--- config.mk ---
export PLATFORM = sky130hd
export DESIGN_NAME = melody_player
export DESIGN_NICKNAME = d
export VERILOG_FILES = /design/src/rtl/tone_pkg.sv /design/src/rtl/tone_gen.sv /design/src/rtl/melody_player.sv
export SDC_FILE = /design/constraint.sdc
export NUM_CORES = 1
export LEC_CHECK = 0
export CORE_MARGIN = 1
export CORE_UTILIZATION = 55
export CTS_CLUSTER_DIAMETER = 40
export DETAILED_ROUTE_END_ITERATION = 7
export GPL_ROUTABILITY_DRIVEN = 0
export GPL_TIMING_DRIVEN = 0
export HOLD_SLACK_MARGIN = 0.12
export MAX_ROUTING_LAYER = met4
export PLACE_DENSITY = 0.85
export SKIP_LAST_GASP = 1
export SYNTH_ARGS = -nofsm -noshare
export SYNTH_HDL_FRONTEND = slang
export SYNTH_SLANG_ARGS = --single-unit
--- constraint.sdc ---
create_clock -name clk -period 13 [get_ports clk]
set_input_delay 2.6 -clock clk [delete_from_list [all_inputs] [get_ports clk]]
set_output_delay 2.6 -clock clk [all_outputs]
set_load 0.005 [all_outputs]
--- src/rtl/tone_pkg.sv ---
// Shared note codes, half-period table and player state encoding for the
// melody player and the manual-piano top.
package tone_pkg;

    localparam logic [3:0] NOTE_REST = 4'd0;
    localparam logic [3:0] NOTE_C2   = 4'd1;
    localparam logic [3:0] NOTE_D2   = 4'd2;
    localparam logic [3:0] NOTE_E2   = 4'd3;
    localparam logic [3:0] NOTE_F2   = 4'd4;
    localparam logic [3:0] NOTE_G2   = 4'd5;
    localparam logic [3:0] NOTE_A2   = 4'd6;
    localparam logic [3:0] NOTE_B2   = 4'd7;
    localparam logic [3:0] NOTE_C3   = 4'd8;

    localparam int HALF_W = 11;

    typedef enum logic [1:0] {
        ST_IDLE = 2'd0,
        ST_PLAY = 2'd1,
        ST_GAP  = 2'd2
    } state_t;

    typedef struct packed {
        logic [3:0] code;
        logic [2:0] dur;
    } song_entry_t;

    // Half period in clk cycles at 1 MHz; rest maps to 0 and is never counted.
    function automatic logic [HALF_W-1:0] half_cycles(input logic [3:0] code);
        case (code)
            NOTE_C2: half_cycles = 11'd1912;
            NOTE_D2: half_cycles = 11'd1703;
            NOTE_E2: half_cycles = 11'd1517;
            NOTE_F2: half_cycles = 11'd1431;
            NOTE_G2: half_cycles = 11'd1275;
            NOTE_A2: half_cycles = 11'd1136;
            NOTE_B2: half_cycles = 11'd1012;
            NOTE_C3: half_cycles = 11'd955;
            default: half_cycles = '0;
        endcase
    endfunction

    // Only a single pressed key produces a tone; chords and no-key are silent.
    function automatic logic [3:0] key_to_note(input logic [7:0] keys);
        case (keys)
            8'h01:   key_to_note = NOTE_C2;
            8'h02:   key_to_note = NOTE_D2;
            8'h04:   key_to_note = NOTE_E2;
            8'h08:   key_to_note = NOTE_F2;
            8'h10:   key_to_note = NOTE_G2;
            8'h20:   key_to_note = NOTE_A2;
            8'h40:   key_to_note = NOTE_B2;
            8'h80:   key_to_note = NOTE_C3;
            default: key_to_note = NOTE_REST;
        endcase
    endfunction

endpackage

--- src/rtl/tone_gen.sv ---
// Square-wave generator: toggles its level every half_cycles(note) clocks,
// silent on rest, and restarts the count whenever the note changes.
module tone_gen
    import tone_pkg::*;
(
    input  logic       clk,
    input  logic       rst,
    input  logic [3:0] note,
    output logic       piezo
);

    logic [HALF_W-1:0] cnt;
    logic [HALF_W-1:0] half_last;
    logic [3:0]        last_note;
    logic              level;

    assign half_last = half_cycles(note) - 1'b1;

    // NOTE: non-blocking assignments so every flop samples pre-edge values.
    always_ff @(posedge clk or posedge rst) begin
        if (rst) begin
            cnt       <= '0;
            last_note <= NOTE_REST;
            level     <= 1'b0;
        end else begin
            last_note <= note;
            if (note == NOTE_REST) begin
                cnt   <= '0;
                level <= 1'b0;
            end else if (note != last_note) begin
                cnt <= '0;
            end else if (cnt == half_last) begin
                cnt   <= '0;
                level <= ~level;
            end else begin
                cnt <= cnt + 1'b1;
            end
        end
    end

    // Gate with the live note so a rest silences the buzzer without a cycle of lag.
    assign piezo = level & (note != NOTE_REST);

endmodule

--- src/rtl/melody_player.sv ---
// Song player with manual keys: plays a fixed song table on start, otherwise
// sounds the single pressed key. Tone synthesis is delegated to tone_gen.
module melody_player
    import tone_pkg::*;
#(
    parameter int TICK_DIV = 250000,
    parameter int GAP_CYC  = 20000,
    parameter int SONG_LEN = 16
) (
    input  logic       clk,
    input  logic       rst,
    input  logic [7:0] btn,
    input  logic       start,
    input  logic       stop,
    output logic       piezo,
    output logic       busy,
    output logic       done,
    output logic [3:0] note
);

    localparam int DUR_W = 21;
    localparam int IDX_W = 4;
    localparam int GAP_W = (GAP_CYC > 1) ? $clog2(GAP_CYC) : 1;

    localparam logic [IDX_W-1:0] LAST_IDX = IDX_W'(SONG_LEN - 1);
    localparam logic [GAP_W-1:0] GAP_LAST = GAP_W'(GAP_CYC - 1);
    localparam logic [DUR_W-1:0] TICK     = DUR_W'(TICK_DIV);

    state_t            state, state_next;
    logic [IDX_W-1:0]  idx;
    logic [DUR_W-1:0]  dur_cnt;
    logic [GAP_W-1:0]  gap_cnt;
    song_entry_t       entry;
    logic [2:0]        dur_eff;
    logic [DUR_W-1:0]  dur_last_cnt;
    logic              dur_last;
    logic              gap_last;
    logic              more_notes;

    // NOTE: a constant ROM is pure decode logic, so it has no reset.
    always_comb begin
        entry = {NOTE_REST, 3'd1};
        case (idx)
            4'd0:  entry = {NOTE_E2,   3'd2};
            4'd1:  entry = {NOTE_REST, 3'd1};
            4'd2:  entry = {NOTE_E2,   3'd1};
            4'd3:  entry = {NOTE_F2,   3'd1};
            4'd4:  entry = {NOTE_G2,   3'd1};
            4'd5:  entry = {NOTE_G2,   3'd1};
            4'd6:  entry = {NOTE_F2,   3'd1};
            4'd7:  entry = {NOTE_E2,   3'd1};
            4'd8:  entry = {NOTE_D2,   3'd1};
            4'd9:  entry = {NOTE_C2,   3'd1};
            4'd10: entry = {NOTE_C2,   3'd1};
            4'd11: entry = {NOTE_D2,   3'd1};
            4'd12: entry = {NOTE_E2,   3'd1};
            4'd13: entry = {NOTE_E2,   3'd3};
            4'd14: entry = {NOTE_D2,   3'd0};
            4'd15: entry = {NOTE_D2,   3'd2};
            default: entry = {NOTE_REST, 3'd1};
        endcase
    end

    assign dur_eff      = (entry.dur == 3'd0) ? 3'd1 : entry.dur;
    assign dur_last_cnt = DUR_W'(dur_eff) * TICK - 1'b1;
    assign dur_last     = (dur_cnt == dur_last_cnt);
    assign gap_last     = (gap_cnt == GAP_LAST);
    assign more_notes   = (idx < LAST_IDX);

    always_ff @(posedge clk or posedge rst) begin
        if (rst) state <= ST_IDLE;
        else     state <= state_next;
    end

    // NOTE: default assignment first keeps this block combinational and latch-free.
    always_comb begin
        state_next = state;
        case (state)
            ST_IDLE: if (start) state_next = ST_PLAY;
            ST_PLAY: begin
                if (stop)          state_next = ST_IDLE;
                else if (dur_last) state_next = ST_GAP;
            end
            ST_GAP: begin
                if (stop)          state_next = ST_IDLE;
                else if (gap_last) state_next = more_notes ? ST_PLAY : ST_IDLE;
            end
            default: state_next = ST_IDLE;
        endcase
    end

    always_comb begin
        busy = (state != ST_IDLE);
        note = NOTE_REST;
        case (state)
            ST_IDLE: note = key_to_note(btn);
            ST_PLAY: note = entry.code;
            default: note = NOTE_REST;
        endcase
    end

    // Song position, duration/gap counters and the completion pulse.
    always_ff @(posedge clk or posedge rst) begin
        if (rst) begin
            idx     <= '0;
            dur_cnt <= '0;
            gap_cnt <= '0;
            done    <= 1'b0;
        end else begin
            done <= 1'b0;
            if (state == ST_IDLE || stop) begin
                idx     <= '0;
                dur_cnt <= '0;
                gap_cnt <= '0;
            end else if (state == ST_PLAY) begin
                dur_cnt <= dur_last ? '0 : dur_cnt + 1'b1;
            end else if (gap_last) begin
                gap_cnt <= '0;
                if (more_notes) begin
                    idx <= idx + 1'b1;
                end else begin
                    idx  <= '0;
                    done <= 1'b1;
                end
            end else begin
                gap_cnt <= gap_cnt + 1'b1;
            end
        end
    end

    tone_gen u_tone_gen (
        .clk   (clk),
        .rst   (rst),
        .note  (note),
        .piezo (piezo)
    );

endmodule

After elaboration in Yosys (flattened, before gate mapping)
Memory sizes are Yosys's and may differ from the RTL's.
Index checks and enable logic that the tools add are counted.
{"block": "word_totals", "ff_bits": 59, "mem_bits_ro": 256, "in_bits": 12, "output_inout_bits": 7, "elab_cells": 81, "mem_count": 2}
{"block": "classes", "n_addsub": 6, "n_mul": 1, "n_lt_le_gt_ge": 1, "n_eq_ne": 19, "mux": 30, "bitwise": 2, "n_reduce_logical": 12}
{"name": "(no name shown)", "depth": 16, "word_bits": 11, "rd": 1, "rd_clocked_by_memory_dff": 0, "write_ports": 0, "line": "tone_pkg.sv:30", "rtl": "case (code)"}
{"name": "(no name shown)", "depth": 16, "word_bits": 5, "rd": 1, "rd_clocked_by_memory_dff": 0, "write_ports": 0, "line": "melody_player.sv:43", "rtl": "case (idx)"}
{"cell": "21-bit two-way mux", "count": 3}
{"cell": "15-bit two-way mux", "count": 3}
{"cell": "11-bit two-way mux", "count": 3}
{"cell": "4-bit one-hot mux with 8 select lines", "count": 1}
{"cell": "21-bit by 1-bit adder with 21-bit output (second input constant)", "count": 1}
{"cell": "21-bit equality test", "count": 1}
{"cell": "21-bit by 1-bit subtractor with 21-bit output (second input constant)", "count": 1}
{"cell": "3-bit by 14-bit multiplier with 17-bit output (second input constant)", "count": 1}
{"cell": "4-bit two-way mux", "count": 4}
{"cell": "15-bit by 1-bit adder with 15-bit output (second input constant)", "count": 1}
{"cell": "15-bit equality test (second input constant)", "count": 1}
{"cell": "11-bit by 1-bit adder with 11-bit output (second input constant)", "count": 1}
{"cell": "11-bit equality test", "count": 1}
{"cell": "11-bit by 1-bit subtractor with 11-bit output (second input constant)", "count": 1}
{"cell": "2-bit two-way mux", "count": 5}
{"cell": "8-bit by 1-bit equality test with 1-bit output (second input constant)", "count": 1}
{"cell": "8-bit by 2-bit equality test with 1-bit output (second input constant)", "count": 1}
{"cell": "8-bit by 3-bit equality test with 1-bit output (second input constant)", "count": 1}
{"cell": "8-bit by 4-bit equality test with 1-bit output (second input constant)", "count": 1}
{"cell": "8-bit by 5-bit equality test with 1-bit output (second input constant)", "count": 1}
{"cell": "8-bit by 6-bit equality test with 1-bit output (second input constant)", "count": 1}
{"cell": "8-bit by 7-bit equality test with 1-bit output (second input constant)", "count": 1}
{"cell": "8-bit equality test (second input constant)", "count": 1}
{"cell": "1-bit two-way mux", "count": 8}
{"cell": "other kinds (21)", "count": 27}

Depth between registers and ports, before layout
Gate-level depths: netlist (run 1).
An unclocked memory read counts as a cell.
{"block": "logic_depth", "depth_word": 9, "ltp_mapped": 21}

Hierarchy
A second synthesis (run 1) with hierarchy kept.
{"block": "unflattened", "cells_unflattened": 516, "hier_area_um2": 4445.5}
{"mod": "melody_player", "n_inst": 1, "cells_per_inst": 327, "area_per_inst_um2": 2810.2, "seq_area_each_um2": 1076.0}
{"mod": "tone_gen", "n_inst": 1, "cells_per_inst": 189, "area_per_inst_um2": 1635.3, "seq_area_each_um2": 400.4}

Least setup slack after synthesis (run 1)
OpenSTA, ideal clock, no wires.
{"block": "synth_path", "path_kind": "in2out", "startpoint": "input port btn[4]", "endpoint": "output port piezo", "arrival_ps": 4478, "required_ps": 10400, "slack_ps": 5922, "path_stages": 7, "path_buffers": 2, "cell_sequence": "buf_6 or4_4 or4_1 and3_1 buf_6 ha_1 a21boi_0"}
{"block": "synth_via", "elab_chain_cells": 5, "elab_cells_between_ends": 12}
{"item": "start, declared", "line": "melody_player.sv:12", "rtl": "input logic [7:0] btn,"}
{"item": "8-bit equality test (tied with other cells)", "line": "tone_pkg.sv:45", "rtl": "case (keys)"}
{"item": "4-bit one-hot mux with 8 select lines *", "line": "tone_pkg.sv:45"}
{"item": "4-bit one-hot mux with 2 select lines *", "line": "melody_player.sv:95", "rtl": "case (state)"}
{"item": "4-bit nonzero test *", "line": "tone_gen.sv:42", "rtl": "assign piezo = level & (note != NOTE_REST);"}
{"item": "1-bit AND *", "line": "tone_gen.sv:42"}
{"item": "end, declared", "line": "melody_player.sv:15", "rtl": "output logic piezo,"}
Mark *: on every way between the ends. The rest lies on a longest branch, timed or not.

Final worst setup path (run 1)
{"block": "layout_path", "startpoint": "input port btn[5]", "endpoint": "output port piezo"}
Same word-level chain as after synthesis.

==> implementation parameters, run 1 <==
Parameter                              Value

Outcome
  Run status ... complete, no violations

Worst setup path
  Worst path arrival time ... 5.70 ns
  Critical path endpoint category ... output pin
  CP Cell Sequence ... clkdlybuf4s50_1 -> nor4_1 -> or3b_2 -> o22a_1 -> clkbuf_1 -> ha_1 -> a21boi_0 -> clkdlybuf4s50_1
  Critical register-to-register path endpoint ... u_tone_gen.cnt[8]$_DFF_PP0_
  Worst reg2reg setup slack ... about 7.4 ns
  Most repeated library cell on the critical path ... clkdlybuf4s50_1
  Required time of the worst setup path ... about 10 ns
  Cells on worst reg2reg path ... 21
  Endpoint of the most critical setup path ... piezo
  Critical path type ... input pin to output pin
  Source of the worst register-to-register timing path ... idx[0]$_DFFE_PP0P_
  Beginning of the critical path ... btn[5]
  Largest stage delay on the critical path ... 0.56 ns
  Crit-path max FO ... 10
  Category of the worst setup path launch point ... input pin
  CP max stage cell ... clkdlybuf4s50_1

Pwr
  Combinational cell fraction of total power ... a little over two fifths
  Worst IR drop on VDD ... 0.0000615 V
  Switching share of power ... about two fifths
  Switching power of the nets ... 0.254 mW
  Static leakage ... 1.86 nW
  Cell internal power dissipation ... approximately 0.38 mW
  Part of the total power dissipated in the clock network ... roughly 25%
  Power per unit of standard cell area ... roughly 140 nW/um2
  Flop pwr share ... roughly a third

Global routing
  Vias in the first global route ... ~3600
  Residual overflow from global routing ... 0
  Maximum number of pins on one net before global-route repair ... 41
  Antenna violations before repair ... 0
  Wire length of the first global-routing pass ... roughly 17000 um
  Total routing usage reported by global routing ... ~29%

Timing
  Pin slew with the least headroom to its limit ... roughly 0.71 ns
  Worst hold-check slack ... about 0.52 ns
  Slew HR ... between 50% and 60%
  Time the final worst path needs with I/O delays and setup ... about 8.3 ns
  Maximum clock skew at final layout ... between 0.009 and 0.01 ns
  Aggregate negative setup slack ... 0 ns
  Unrepaired setup endpoints after global routing ... no
  Max-slew violation count ... 0
  Setup-violating endpoint count in the final report ... 0
  Peak clock frequency supported by timing ... roughly 120 MHz
  Fin crit share ... a little under two thirds
  Final Hold Fails ... 0

CTS
  Maximum buffer depth of the clock tree ... 2
  Number of post-CTS setup repair buffers ... 0
  H-tree depth reported by CTS ... 3
  CTS tree ... done
  Hold buffer count at cts ... 0
  Clock latency reported for the late side of the worst-skew pair ... 0.35 ns
  Cts bufs inserted ... 9
  Clk sinks ... 59
  Clock root cell ... clkbuf_8
  Resize count post-CTS ... 0
  CTS clock-pin slew for the worst setup and hold paths ... 0.08 ns

Hold path
  Number of stages on the worst hold path ... 1
  Worst min-delay path category ... flop to flop
  Startpoint of the most critical hold path ... dur_cnt[9]$_DFFE_PP0P_

Cells and area
  Share of layout cells above drive strength 1 ... slightly below 7%
  Synth-to-layout area growth ... 11.7%
  Diodes inserted ... 0
  Layout Nets ... approximately 540

Synth
  Synthesized instance count ... about 480
  Post-Syn Area per Cell ... about 8.5 um2
  Fraction of post-synthesis cell area in the top cell type by area ... around 36%
  Part of the Yosys area used for sequential elements ... a little over a third
  Distinct cell type count of the synthesized netlist ... between 60 and 70
  Number of storage elements in the synthesis netlist ... between 50 and 60
  Share of synthesized flip-flops with an asynchronous set or reset ... 100%
  Most instantiated flip-flop cell in the synthesis netlist ... dfrtp_1
  Most instantiated library cell after synthesis ... dfrtp_1
  Number of warnings printed during yosys synthesis ... 0
  Summed instance area of the synthesized netlist ... 4110 um2
  Top cells by instance count after synthesis ... dfrtp_1, nand2_1, nor2_1
  Number of flops mapped to enable cells by yosys ... 0
  Cells taking the most area after synthesis ... dfrtp_1, o21ai_0, nand2_1
  Synth area leader ... dfrtp_1
  Net count after synthesis ... 510

Routing
  Wire length after detailed routing ... between 9000 and 10000 um
  Routed len/inst ... about 15 um
  Detailed-routing iteration count for the pre-antenna-repair pass ... 4
  Antenna-violating nets left ... 0
  Number of DRC markers after the initial detailed-route iteration ... between 200 and 250
  Total vias in the final route ... 3703
  DR vias/cell ... about 6.0
  Residual DRC count ... 0

Job
  Max capacitance violation total ... 0

Placement
  HPWL Detailed ... around 6900 um
  Count of port buffers added during placement ... 16

Floorplanning
  Effective utilization at floorplan ... 56.9%
  Core Area ... between 7000 and 8000 um2
  Area of the die ... ~8000 um2
  DIE HEIGHT ... 88.4 um
  Num rows ... 31
  Num ports ... 19
  Horizontal die dimension ... between 80 and 90 um
[registers in the layout, indices dropped and copies added, names as in the netlist]
name                  count
done                      1
dur_cnt                  21
gap_cnt                  15
idx                       4
state                     2
u_tone_gen.cnt           11
u_tone_gen.last_note      4
u_tone_gen.level          1
[critical path, delay by kind of cell]
family,cells,cell delay [ns]
and+or+nand+nor,2,0.89
adders and majority gates,1,0.35
AOI/OAI and AO/OA,2,0.50
buffers and inverters,3,1.34
[worst min path at each step]
stage / to
final: dur_cnt[9]$_DFFE_PP0P_
after global routing: gap_cnt[13]$_DFFE_PP0P_
after global placement: dur_cnt[16]$_DFFE_PP0P_
after detailed placement: dur_cnt[16]$_DFFE_PP0P_
after CTS: dur_cnt[9]$_DFFE_PP0P_
after floorplan: dur_cnt[16]$_DFFE_PP0P_
[metrics by stage]
| stage | cell area [um2] | utilization (%) | total power, mW | setup slack, ns | instances |
|---|---|---|---|---|---|
| floorplan | 4110 | - | 0.408 | 5.92 | 484 |
| global placement | 4390 | 60.8 | 0.462 | 4.76 | 599 |
| detailed placement | 4410 | 61.1 | 0.474 | 4.75 | 600 |
| CTS | 4590 | 63.6 | 0.628 | 4.74 | 616 |
| global route | 4590 | 63.6 | 0.671 | 4.51 | 616 |
| finish | 4590 | 63.6 | 0.629 | 4.70 | 616 |
[power by group through the flow]
stage,Clock (mW),Combinational (mW),Sequential [mW]
after floorplan,0,0.206,0.203
after global placement,0,0.258,0.204
after detailed placement,0,0.269,0.205
after CTS,0.156,0.271,0.202
after global routing,0.165,0.303,0.204
final,0.154,0.273,0.202
[layer usage]
metal | GRT usage [%] | share of wire, % | vias up | wire (um)
met4 | 10.3 | 2.4 | 0 | 231
met3 | 6.34 | 4.6 | 27 | 443
li1 | - | - | 1806 | -
met1 | 34.2 | 44 | 1751 | 4190
met2 | 47.4 | 49 | 119 | 4670
met5 | - | 0 | - | 0
[area by class of cell]
type / instances / area (um2)
Multi-Input combinational cell: 389 / 2460
Clock buffer: 10 / 128
Timing Repair Buffer: 17 / 180
Buffer: 19 / 91.3
Fill cell: 618 / 2630
Sequential cell: 59 / 1480
Inverter: 17 / 76.3
Clock inverter: 6 / 50.0
Tap cell: 99 / 124
[cells by family after synthesis]
family | count (synthesis) | share of synthesized area (%)
buffers and inverters | 36 | 4.08
XOR/XNOR | 38 | 8.44
adder cells (fa/ha/maj) | 14 | 4.27
AO/OA/AOI/OAI | 98 | 15.8
AND/OR/NAND/NOR | 232 | 29.4
flip-flops | 59 | 36.0
multiplexers | 7 | 2.10
[placed cells by master (no fill, tap or decap), types with 3 or more instances in the layout]
| cell type | n |
|---|---|
| dfrtp_1 | 59 |
| nand2_1 | 53 |
| nor2_1 | 43 |
| o21ai_0 | 41 |
| nand3_1 | 39 |
| xor2_1 | 22 |
| clkdlybuf4s50_1 | 16 |
| nand2b_1 | 15 |
| xnor2_1 | 15 |
| and3_1 | 15 |
| clkbuf_1 | 14 |
| ha_1 | 14 |
| inv_1 | 12 |
| nor3_1 | 12 |
| a21oi_1 | 10 |
| o31ai_1 | 9 |
| clkbuf_8 | 9 |
| nor4_1 | 7 |
| nor2b_1 | 7 |
| nand4_1 | 7 |
| a31oi_1 | 6 |
| nor3b_1 | 5 |
| or3_1 | 5 |
| and4_1 | 3 |
| a211oi_1 | 3 |
| or4_1 | 3 |
| nand3b_1 | 3 |
| mux2i_1 | 3 |
| o41ai_1 | 3 |
| nor4b_1 | 3 |
| inv_2 | 3 |
| and2_1 | 3 |
(Power assumes the default switching activity.)
==> inputs of run 2 (changes only) <==
Clock period 13 ns to 7.7 ns, I/O delays scaled along.
==> results of run 2 <==
Same layout as run 1 (identical final DEF). Status: complete, no violations.
Among the figures that moved: setup slack after placement 4.75 ns -> 1.04 ns; setup slack after layout 4.70 ns -> 1.26 ns; end point of the critical path piezo -> u_tone_gen.cnt[8]$_DFF_PP0_; register-to-register setup slack 7.42 ns -> 2.12 ns; total power 0.629 mW -> 1.06 mW; worst IR drop on VDD 0.0000615 V -> 0.000104 V
